--- src/rtl/freq_counter_multi.sv ---
// freq_counter_multi: multi-channel direct-count frequency meter over a shared gate window.
// Latency: sig_in rise -> edge counted SYNC_STAGES+1 cycles later; results latched 1 cycle after window end.
// Backpressure: none; cnt_valid is a one-cycle strobe and the buffers hold until the next window end.
// Ports: sys_clk/rst_n clock and async active-low reset; sig_in[CH] async test inputs; en measurement
//   enable; gate_sel selects window length (CLK_HZ / 1, 10, 100, 1000 cycles); sig_freq_cnt_buf holds
//   one CNT_W count per channel; cnt_ovf per-channel saturation flag; cnt_valid update strobe;
//   gate_active high while a window is running.
module freq_counter_multi #(
   parameter int CH          = 4,
   parameter int CNT_W       = 32,
   parameter int CLK_HZ      = 100_000_000,
   parameter int SYNC_STAGES = 2
) (
   input  logic                sys_clk,
   input  logic                rst_n,
   input  logic [CH-1:0]       sig_in,
   input  logic                en,
   input  logic [1:0]          gate_sel,
   output logic [CH*CNT_W-1:0] sig_freq_cnt_buf,
   output logic [CH-1:0]       cnt_ovf,
   output logic                cnt_valid,
   output logic                gate_active
);

   // CLK_HZ is a multiple of 1000, never a power of two, so clog2 bits also hold CLK_HZ itself.
   localparam int GW = $clog2(CLK_HZ);
   localparam logic [GW-1:0]    LEN_1S   = GW'(CLK_HZ);
   localparam logic [GW-1:0]    LEN_100M = GW'(CLK_HZ / 10);
   localparam logic [GW-1:0]    LEN_10M  = GW'(CLK_HZ / 100);
   localparam logic [GW-1:0]    LEN_1M   = GW'(CLK_HZ / 1000);
   localparam logic [CNT_W-1:0] CNT_MAX  = '1;

   typedef enum logic {IDLE, RUN} state_t;

   state_t              state_q, state_d;
   logic [CH-1:0]       sync_q [SYNC_STAGES];
   logic [CH-1:0]       prev_q;
   logic [CH-1:0]       edge_w;
   logic [GW-1:0]       gate_cnt_q, gate_cnt_d;
   logic [GW-1:0]       gate_len_q, gate_len_d;
   logic [GW-1:0]       sel_len;
   logic                win_last;
   logic [CNT_W-1:0]    acc_q [CH];
   logic [CNT_W-1:0]    acc_d [CH];
   logic [CNT_W-1:0]    acc_inc [CH];
   logic [CH-1:0]       sat_hit;
   logic [CH-1:0]       acc_ovf_q, acc_ovf_d;
   logic [CH*CNT_W-1:0] buf_q, buf_d;
   logic [CH-1:0]       ovf_q, ovf_d;
   logic                valid_q, valid_d;

   // Synchroniser chain plus previous-value flop; not gated by en so edges stay coherent across aborts.
   always_ff @(posedge sys_clk or negedge rst_n) begin
      if (!rst_n) begin
         for (int s = 0; s < SYNC_STAGES; s++) sync_q[s] <= '0;
         prev_q <= '0;
      end else begin
         sync_q[0] <= sig_in;
         for (int s = 1; s < SYNC_STAGES; s++) sync_q[s] <= sync_q[s-1];
         prev_q <= sync_q[SYNC_STAGES-1];
      end
   end

   assign edge_w = sync_q[SYNC_STAGES-1] & ~prev_q;

   always_comb begin
      sel_len = LEN_1S;
      unique case (gate_sel)
         2'd0: sel_len = LEN_1S;
         2'd1: sel_len = LEN_100M;
         2'd2: sel_len = LEN_10M;
         2'd3: sel_len = LEN_1M;
      endcase
   end

   // Saturating increment: an edge arriving at full scale is dropped and flagged instead of wrapping.
   always_comb begin
      sat_hit = '0;
      acc_inc = acc_q;
      for (int i = 0; i < CH; i++) begin
         sat_hit[i] = edge_w[i] & (acc_q[i] == CNT_MAX);
         if (edge_w[i] && !sat_hit[i]) acc_inc[i] = acc_q[i] + CNT_W'(1);
      end
   end

   assign win_last = (gate_cnt_q == gate_len_q - GW'(1));

   always_comb begin
      state_d    = state_q;
      gate_cnt_d = gate_cnt_q;
      gate_len_d = gate_len_q;
      acc_d      = acc_q;
      acc_ovf_d  = acc_ovf_q;
      buf_d      = buf_q;
      ovf_d      = ovf_q;
      valid_d    = 1'b0;
      unique case (state_q)
         IDLE: begin
            gate_cnt_d = '0;
            gate_len_d = sel_len;
            acc_ovf_d  = '0;
            for (int i = 0; i < CH; i++) acc_d[i] = '0;
            if (en) state_d = RUN;
         end
         RUN: begin
            if (!en) begin
               // Abort wins even on the last window cycle: nothing is latched.
               state_d = IDLE;
            end else if (win_last) begin
               // The last-cycle edge belongs to the closing window; the next window starts from zero.
               for (int i = 0; i < CH; i++) begin
                  buf_d[i*CNT_W +: CNT_W] = acc_inc[i];
                  ovf_d[i]                = acc_ovf_q[i] | sat_hit[i];
                  acc_d[i]                = '0;
               end
               acc_ovf_d  = '0;
               valid_d    = 1'b1;
               gate_cnt_d = '0;
               gate_len_d = sel_len;
            end else begin
               acc_d      = acc_inc;
               acc_ovf_d  = acc_ovf_q | sat_hit;
               gate_cnt_d = gate_cnt_q + GW'(1);
            end
         end
      endcase
   end

   always_ff @(posedge sys_clk or negedge rst_n) begin
      if (!rst_n) begin
         state_q    <= IDLE;
         gate_cnt_q <= '0;
         gate_len_q <= LEN_1S;
         for (int i = 0; i < CH; i++) acc_q[i] <= '0;
         acc_ovf_q  <= '0;
         buf_q      <= '0;
         ovf_q      <= '0;
         valid_q    <= 1'b0;
      end else begin
         state_q    <= state_d;
         gate_cnt_q <= gate_cnt_d;
         gate_len_q <= gate_len_d;
         acc_q      <= acc_d;
         acc_ovf_q  <= acc_ovf_d;
         buf_q      <= buf_d;
         ovf_q      <= ovf_d;
         valid_q    <= valid_d;
      end
   end

   assign sig_freq_cnt_buf = buf_q;
   assign cnt_ovf          = ovf_q;
   assign cnt_valid        = valid_q;
   assign gate_active      = (state_q == RUN);

endmodule

--- config.mk ---
export PLATFORM = sky130hd
export DESIGN_NAME = freq_counter_multi
export DESIGN_NICKNAME = d
export VERILOG_FILES = /design/src/rtl/freq_counter_multi.sv
export SDC_FILE = /design/constraint.sdc
export NUM_CORES = 1
export LEC_CHECK = 0
export CAP_MARGIN = 20
export CORE_MARGIN = 8
export CORE_UTILIZATION = 25
export CTS_CLUSTER_DIAMETER = 150
export DETAILED_ROUTE_END_ITERATION = 8
export GPL_TIMING_DRIVEN = 0
export PLACE_DENSITY = 0.41
export RECOVER_POWER = 25
export SLEW_MARGIN = 20
export SYNTH_ARGS = -nofsm -noshare
export SYNTH_HDL_FRONTEND = slang
export SYNTH_SLANG_ARGS = --single-unit
--- constraint.sdc ---
create_clock -name sys_clk -period 3.87 [get_ports sys_clk]
set_clock_uncertainty 0.1 [all_clocks]
set_input_delay 0.774 -clock sys_clk [delete_from_list [all_inputs] [get_ports sys_clk]]
set_output_delay 0.774 -clock sys_clk [all_outputs]
set_load 0.05 [all_outputs]
== After elaboration in Yosys (flattened, before gate mapping) ==
Cells that the tools add are included.
Storage, ports and cells
  bits in latches: 0
  bits in registers: 332
  bits of input ports: 9
  memories kept: 0
  logic and storage cells: 74
  memory bits (read-only): 0
  bits in writable memories: 0
  output and inout bits: 134
Operators by class
  $lt $le $gt $ge: 0
  $add $sub $neg: 6
  multiplexer cells: 21
  reduce and logical (&&, ||, !) cells: 11
  divide/modulo/power cells: 0
  equality and inequality tests: 10
  bitwise operators: 12
  multipliers: 0
  shift-type cells: 0
Operators by type and width (number)
  2-to-1 mux 128 bit: 2
  case mux 128 bit (2 select lines): 1
  adder 32 x 1 -> 32 bit, second input constant: 4
  == test 32 bit, second input constant: 4
  2-to-1 mux 32 bit: 4
  2-to-1 mux 27 bit: 4
  case mux 27 bit (2 select lines): 2
  case mux 27 bit (4 select lines): 1
  adder 27 x 1 -> 27 bit, second input constant: 1
  == test 27 bit: 1
  subtractor 27 x 1 -> 27 bit, second input constant: 1
  2-to-1 mux 4 bit: 2
  case mux 4 bit (2 select lines): 1
  AND 1 bit: 4
  AND 4 bit: 1
  == test 2 bit, second input constant: 2
  logical AND 1 bit: 4
  zero test 1 bit: 4
  2-to-1 mux 1 bit: 4
  NOT 4 bit: 1
  bitwise OR 1 bit: 4
  bitwise OR 4 bit: 1
  AND reduction 3 bit: 1
  == test 2 x 1 -> 1 bit, second input constant: 1
  other kinds (5): 5

== Logic depth before layout (Yosys ltp) ==
  word-level depth: 9
  depth in mapped cells: 14
  depth with buffers taken out: 10

== Worst setup path before layout ==
Ideal clock, no wire load.
  path type: flip-flop to flip-flop
  start: register gate_len_q[17]
  end: register buf_q[100], in the netlist sig_freq_cnt_buf[100]
  clock period less this slack: 3444 ps
  path buffers: 3
  cell stages (with the launch flop): 13
  data required time: 3642 ps
  arrival time: 3216 ps
  setup slack: 426 ps
  setup time: 128 ps
  cells stage by stage: dfrtp_1 -> inv_1 -> ha_1 -> or4b_4 -> o21ai_1 -> o21ai_0 -> a2111oi_1 -> nand4b_1 -> or4_1 -> buf_2 -> buf_6 -> buf_6 -> mux2_1
On the way
  longest elaborated chain between the ends: 3
Ends and longest elaborated chain
  start: declaration: line 40  | logic [GW-1:0] gate_len_q, gate_len_d;
  start signal: assignment: line 142  | gate_len_q <= gate_len_d;
  subtractor 27 x 1 -> 27 bit: line 86  | assign win_last = (gate_cnt_q == gate_len_q - GW'(1));
  == test 27 bit: line 86
  AND reduction 3 bit (no line)
  end signal: assignment: line 145  | buf_q <= buf_d;
  end: declaration: line 48  | logic [CH*CNT_W-1:0] buf_q, buf_d;
No other way between the ends.
A chain may end at the register's enable or synchronous reset.

== Worst setup path in the final report ==
  start: input port en
  end: register acc_q[106] (netlist bit)
On the way
  longest elaborated chain between the ends: 1
Ends and longest elaborated chain
  start: declaration: line 17  | input logic en,
  inequality test 2 bit (no line)
  end signal: assignment: line 143  | acc_q <= acc_d;
  end: declaration: line 43  | logic [CNT_W-1:0] acc_q [CH];
No other way between the ends.

==> results by group <==
Status
  • Outcome: complete, but fails checks
  • Violations in the final reports: max-capacitance violations, max-slew violations

Die
  • Placeable Area: 65750 µm²
  • Effective utilization at floorplan: 0.2525
  • Number of primary I/O pins: 143
  • Die footprint: 74910 µm²
  • Die Ht: 273.7 µm
  • Number of placement rows: 94
  • Die outline width: 273.7 µm

Synthesis
  • Post-synthesis cell type count: 70
  • Async set or reset register ratio after synthesis: 1.000
  • Number of enable flip-flop cells after synthesis: 0
  • Syn nets: 1782
  • Mapped Area: 16600 µm²
  • Yosys warning total: 0
  • Most used flip-flop cell after synthesis: sky130_fd_sc_hd__dfrtp_1
  • Mapped Cells: 1761
  • Post-synthesis sequential element count: 316
  • Sequential share of the synthesized area: 0.4767
  • Avg Synthesized Cell Area: 9.427 µm²

Setup path
  • Start of the worst register-to-register path: gate_len_q[17]$_DFFE_PN0P_
  • Startpoint class of the critical path: primary input
  • Internal reg-to-reg setup slack: 190 ps
  • Cell depth of the worst flop-to-flop path: 11
  • Crit path from: en
  • Max Fanout on Critical Path: 10
  • Worst Setup Path Type: primary input to flip-flop
  • Type of element capturing the critical path: flip-flop
  • Crit path capture: acc_q[106]$_DFFE_PN0P_
  • CP Data Arrival Time: 4050 ps
  • Worst Path Required: 4210 ps
  • Capturing point of the worst reg2reg path: acc_q[127]$_DFFE_PN0P_

CTS
  • CTS tree: yes
  • Clock Sink Count: 316
  • Clock insertion delay at the later pin of the skew report: 570 ps
  • CTS H-tree lvls: 2
  • Buffers from clock root to sink, at most: 3
  • CTS Buf Count: 40
  • Cts-stage hold buffer count: 0
  • Clock root buffer master: sky130_fd_sc_hd__clkbuf_16
  • CTS clk-pin slew, worst paths: 60 ps

Layout
  • Final instance area: 20860 µm²
  • Net count reported at finish: 1982
  • Total of fill cells in the finished design: 6848
  • Layout area overhead: 25.63%
  • Share of final-layout standard cells stronger than drive strength 1: 0.09663
  • End-of-flow core utilization: 0.3172
  • Non-filler instance count after layout: 2852
  • Area occupied by multi-input gates: 8220 µm²
  • Footprint of the flip-flops and latches: 7916 µm²

Pwr
  • Clock share of power: 0.510
  • Combinational Power Share: 0.051
  • Int Pwr: 5.814 mW
  • Fraction of power consumed by sequential logic: 0.439
  • Highest ir drop seen on vdd: 0.2310 mV
  • Leakage power: 8.546 nW
  • Proportion of total power due to net switching: 0.2406
  • Pwr Density: 367.1 nW/µm²
  • Net switching power: 1.842 mW
  • Final Total Pwr: 7.656 mW

Route
  • Routed via count divided by cell count: 4.606
  • Remaining design rule violation count: 0
  • Post-DR wirelength/cell: 18.90 µm
  • Vias after detailed routing: 13140
  • Number of iterations in the first detailed-routing pass: 4
  • Count of nets left with antenna violations after detail routing: 0
  • Initial detailed-routing violation count: 723
  • Wire length after detailed routing: 53900 µm

Place
  • HPWL after detailed placement: 38990 µm
  • Final estimated routing congestion in global placement: 0.8396
  • Port Buf Inserts: 142
  • Standard cell area after detailed placement: 19230 µm²
  • Total instance count after detailed placement: 2772

Global route
  • Initial antenna violation count: 1
  • Total routing usage reported by global routing: 0.1425
  • Number of global-route vias before repair: 13220
  • Grt total ovfl: 0
  • Largest net degree at the start of global routing: 87
  • Global-route wire length before repair: 83130 µm

Hold path
  • Class of the worst hold path: flip-flop to flip-flop

Timing
  • Post-layout min period: 3709 ps
  • Highest attainable clock frequency: 269.6 MHz
  • Max transition margin: -0.8467
  • Setup-violating endpoint count in the final report: 0
  • Share of the cycle needed by the critical path after routing: 0.9584
  • Final Hold Slack: 247.5 ps
  • Worst Tran Pin Value: 2770 ps
  • Max-slew violation total from the final report: 49
  • Count of endpoints failing hold in the final timing report: 0

Job
  • Number of maximum-capacitance violations: 1
-- placed cells by master (no fill, tap or decap), types with 9 or more instances in the layout --
master                              n
sky130_fd_sc_hd__or3_1             23
sky130_fd_sc_hd__clkbuf_8          11
sky130_fd_sc_hd__a31oi_1            9
sky130_fd_sc_hd__and4_1            23
sky130_fd_sc_hd__nand3_1           86
sky130_fd_sc_hd__and3_1            40
sky130_fd_sc_hd__nand2b_1          12
sky130_fd_sc_hd__a21oi_1           34
sky130_fd_sc_hd__ha_1              11
sky130_fd_sc_hd__nand2_1          236
sky130_fd_sc_hd__buf_4             27
sky130_fd_sc_hd__nor2_1           199
sky130_fd_sc_hd__nand4_1           46
sky130_fd_sc_hd__dfrtp_1          309
sky130_fd_sc_hd__buf_2             11
sky130_fd_sc_hd__nor3_1            21
sky130_fd_sc_hd__nor2b_1           20
sky130_fd_sc_hd__clkbuf_16         42
sky130_fd_sc_hd__mux2_4            34
sky130_fd_sc_hd__nor4_1             9
sky130_fd_sc_hd__o21ai_1           69
sky130_fd_sc_hd__o21ai_0           71
sky130_fd_sc_hd__xor2_1           141
sky130_fd_sc_hd__xnor2_1          106
sky130_fd_sc_hd__inv_1             22
sky130_fd_sc_hd__clkdlybuf4s50_1  137
sky130_fd_sc_hd__and2_1            21
sky130_fd_sc_hd__clkbuf_1          67
-- per-stage QoR --
| stage | TNS [ps] | setup slack [ps] |
|---|---|---|
| after global placement | -4275730 | -13320 |
| after CTS | 0 | 5.294 |
| after global routing | -5.775 | -5.775 |
| after detailed placement | -103400 | -661.1 |
| final | 0 | 161.1 |
| after floorplan | 0 | 425.9 |
-- critical path, cell delays in order --
cell	delay, ps
sky130_fd_sc_hd__clkdlybuf4s50_1	770
sky130_fd_sc_hd__clkbuf_1	830
sky130_fd_sc_hd__clkbuf_1	620
sky130_fd_sc_hd__clkbuf_1	640
sky130_fd_sc_hd__nand2_1	150
sky130_fd_sc_hd__xnor2_1	180
sky130_fd_sc_hd__nor2_1	60
-- synth_stat cells, types with 3 or more instances --
master,instances,share of area
sky130_fd_sc_hd__dfrtp_1,311,0.47
sky130_fd_sc_hd__nand2_1,236,0.053
sky130_fd_sc_hd__nor2_1,199,0.045
sky130_fd_sc_hd__xor2_1,141,0.074
sky130_fd_sc_hd__xnor2_1,106,0.056
sky130_fd_sc_hd__nand3_1,86,0.026
sky130_fd_sc_hd__clkbuf_1,71,0.016
sky130_fd_sc_hd__o21ai_0,71,0.021
sky130_fd_sc_hd__o21ai_1,69,0.021
sky130_fd_sc_hd__nand4_1,46,0.017
sky130_fd_sc_hd__and3_1,40,0.015
sky130_fd_sc_hd__a21oi_1,34,0.010
sky130_fd_sc_hd__mux2_4,34,0.031
sky130_fd_sc_hd__inv_1,24,0.0054
sky130_fd_sc_hd__and4_1,23,0.012
sky130_fd_sc_hd__or3_1,23,0.0087
sky130_fd_sc_hd__and2_1,21,0.0079
sky130_fd_sc_hd__nor3_1,21,0.0063
sky130_fd_sc_hd__buf_2,20,0.0060
sky130_fd_sc_hd__nor2b_1,20,0.0075
sky130_fd_sc_hd__ha_1,12,0.0090
sky130_fd_sc_hd__nand2b_1,12,0.0045
sky130_fd_sc_hd__nor4_1,11,0.0041
sky130_fd_sc_hd__a31oi_1,9,0.0034
sky130_fd_sc_hd__and4b_1,8,0.0048
sky130_fd_sc_hd__a211oi_1,7,0.0032
sky130_fd_sc_hd__mux2_1,7,0.0047
sky130_fd_sc_hd__mux2i_1,7,0.0042
sky130_fd_sc_hd__buf_6,6,0.0041
sky130_fd_sc_hd__buf_1,5,0.0011
sky130_fd_sc_hd__buf_4,5,0.0023
sky130_fd_sc_hd__dfstp_2,5,0.0079
sky130_fd_sc_hd__mux2_2,5,0.0034
sky130_fd_sc_hd__nor3b_1,5,0.0023
sky130_fd_sc_hd__nor4b_1,5,0.0026
sky130_fd_sc_hd__or2_2,5,0.0019
sky130_fd_sc_hd__o211ai_1,4,0.0018
sky130_fd_sc_hd__a221o_1,3,0.0018
sky130_fd_sc_hd__a22o_1,3,0.0016
sky130_fd_sc_hd__and2_0,3,0.0011
sky130_fd_sc_hd__o31ai_1,3,0.0014
-- final cells by class --
class | instances | share of cell area
clock inverter | 8 | 0.006240
antenna | 1 | 0.0001200
buffer | 104 | 0.02634
sequential | 316 | 0.3796
inverter | 24 | 0.004440
timing repair buffer | 161 | 0.07883
multi-input combinational | 1314 | 0.3942
tap | 864 | 0.05184
clock buffer | 60 | 0.05844
-- power groups by stage --
stage / clock, mW / combinational (mW) / sequential [mW]
finish: 3.90 / 0.391 / 3.36
global route: 4.16 / 0.435 / 3.36
CTS: 4.04 / 0.387 / 3.36
detailed placement: 0 / 0.382 / 3.42
global placement: 0 / 0.365 / 3.42
floorplan: 0 / 0.178 / 3.41
-- how the worst min path moves through the flow --
| stage | from | end | slack, ps | cells past startpoint |
|---|---|---|---|---|
| 2_1_floorplan | sync_q[4]$_DFF_PN0_ | sync_q[0]$_DFF_PN0_ | 230 | 0 |
| 3_3_place_gp | sync_q[5]$_DFF_PN0_ | sync_q[1]$_DFF_PN0_ | 230 | 0 |
| 3_5_place_dp | sync_q[5]$_DFF_PN0_ | sync_q[1]$_DFF_PN0_ | 240 | 0 |
| 4_1_cts | rst_n | cnt_valid$_DFF_PN0_ | 30 | 1 |
| 5_1_grt | sync_q[5]$_DFF_PN0_ | sync_q[1]$_DFF_PN0_ | 250 | 0 |
| 6_report | sync_q[5]$_DFF_PN0_ | sync_q[1]$_DFF_PN0_ | 250 | 0 |
-- what timing repair did --
action,4_1_cts,5_1_grt
pin swaps,2,9
endpoints found under the setup margin,292,282
gates resized for setup,30,26
buffers inserted,1,13
-- state kept, by name (all words and copies together) (netlist names) --
name / flops
cnt_ovf: 4
gate_active: 1
gate_cnt_q: 27
acc_ovf_q: 4
prev_q: 4
cnt_valid: 1
sig_freq_cnt_buf: 128
gate_len_q: 11
acc_q: 128
sync_q: 8
-- per-layer routing --
layer	part of all wire	GRT usage	routed length, µm	up-vias
li1	-	-	-	6390
met1	0.47	0.1935	25580	6490
met2	0.46	0.2315	24940	197
met3	0.046	0.02996	2469	59
met4	0.017	0.03067	914	0
met5	0	0	0	-
-- logic make-up (layout without fill, tap and decap cells) --
logic type / after synthesis / in the layout / synth area share
AO/OA/AOI/OAI: 223 / 223 / 0.07605
XOR/XNOR: 247 / 247 / 0.1303
adder cells (fa/ha/maj): 12 / 12 / 0.009044
buffers and inverters: 131 / 357 / 0.03497
flip-flops: 316 / 316 / 0.4767
multiplexers: 53 / 53 / 0.04311
other: 0 / 1 / 0
AND/OR/NAND/NOR: 779 / 779 / 0.2298
Power figures use the tool's default switching activity.
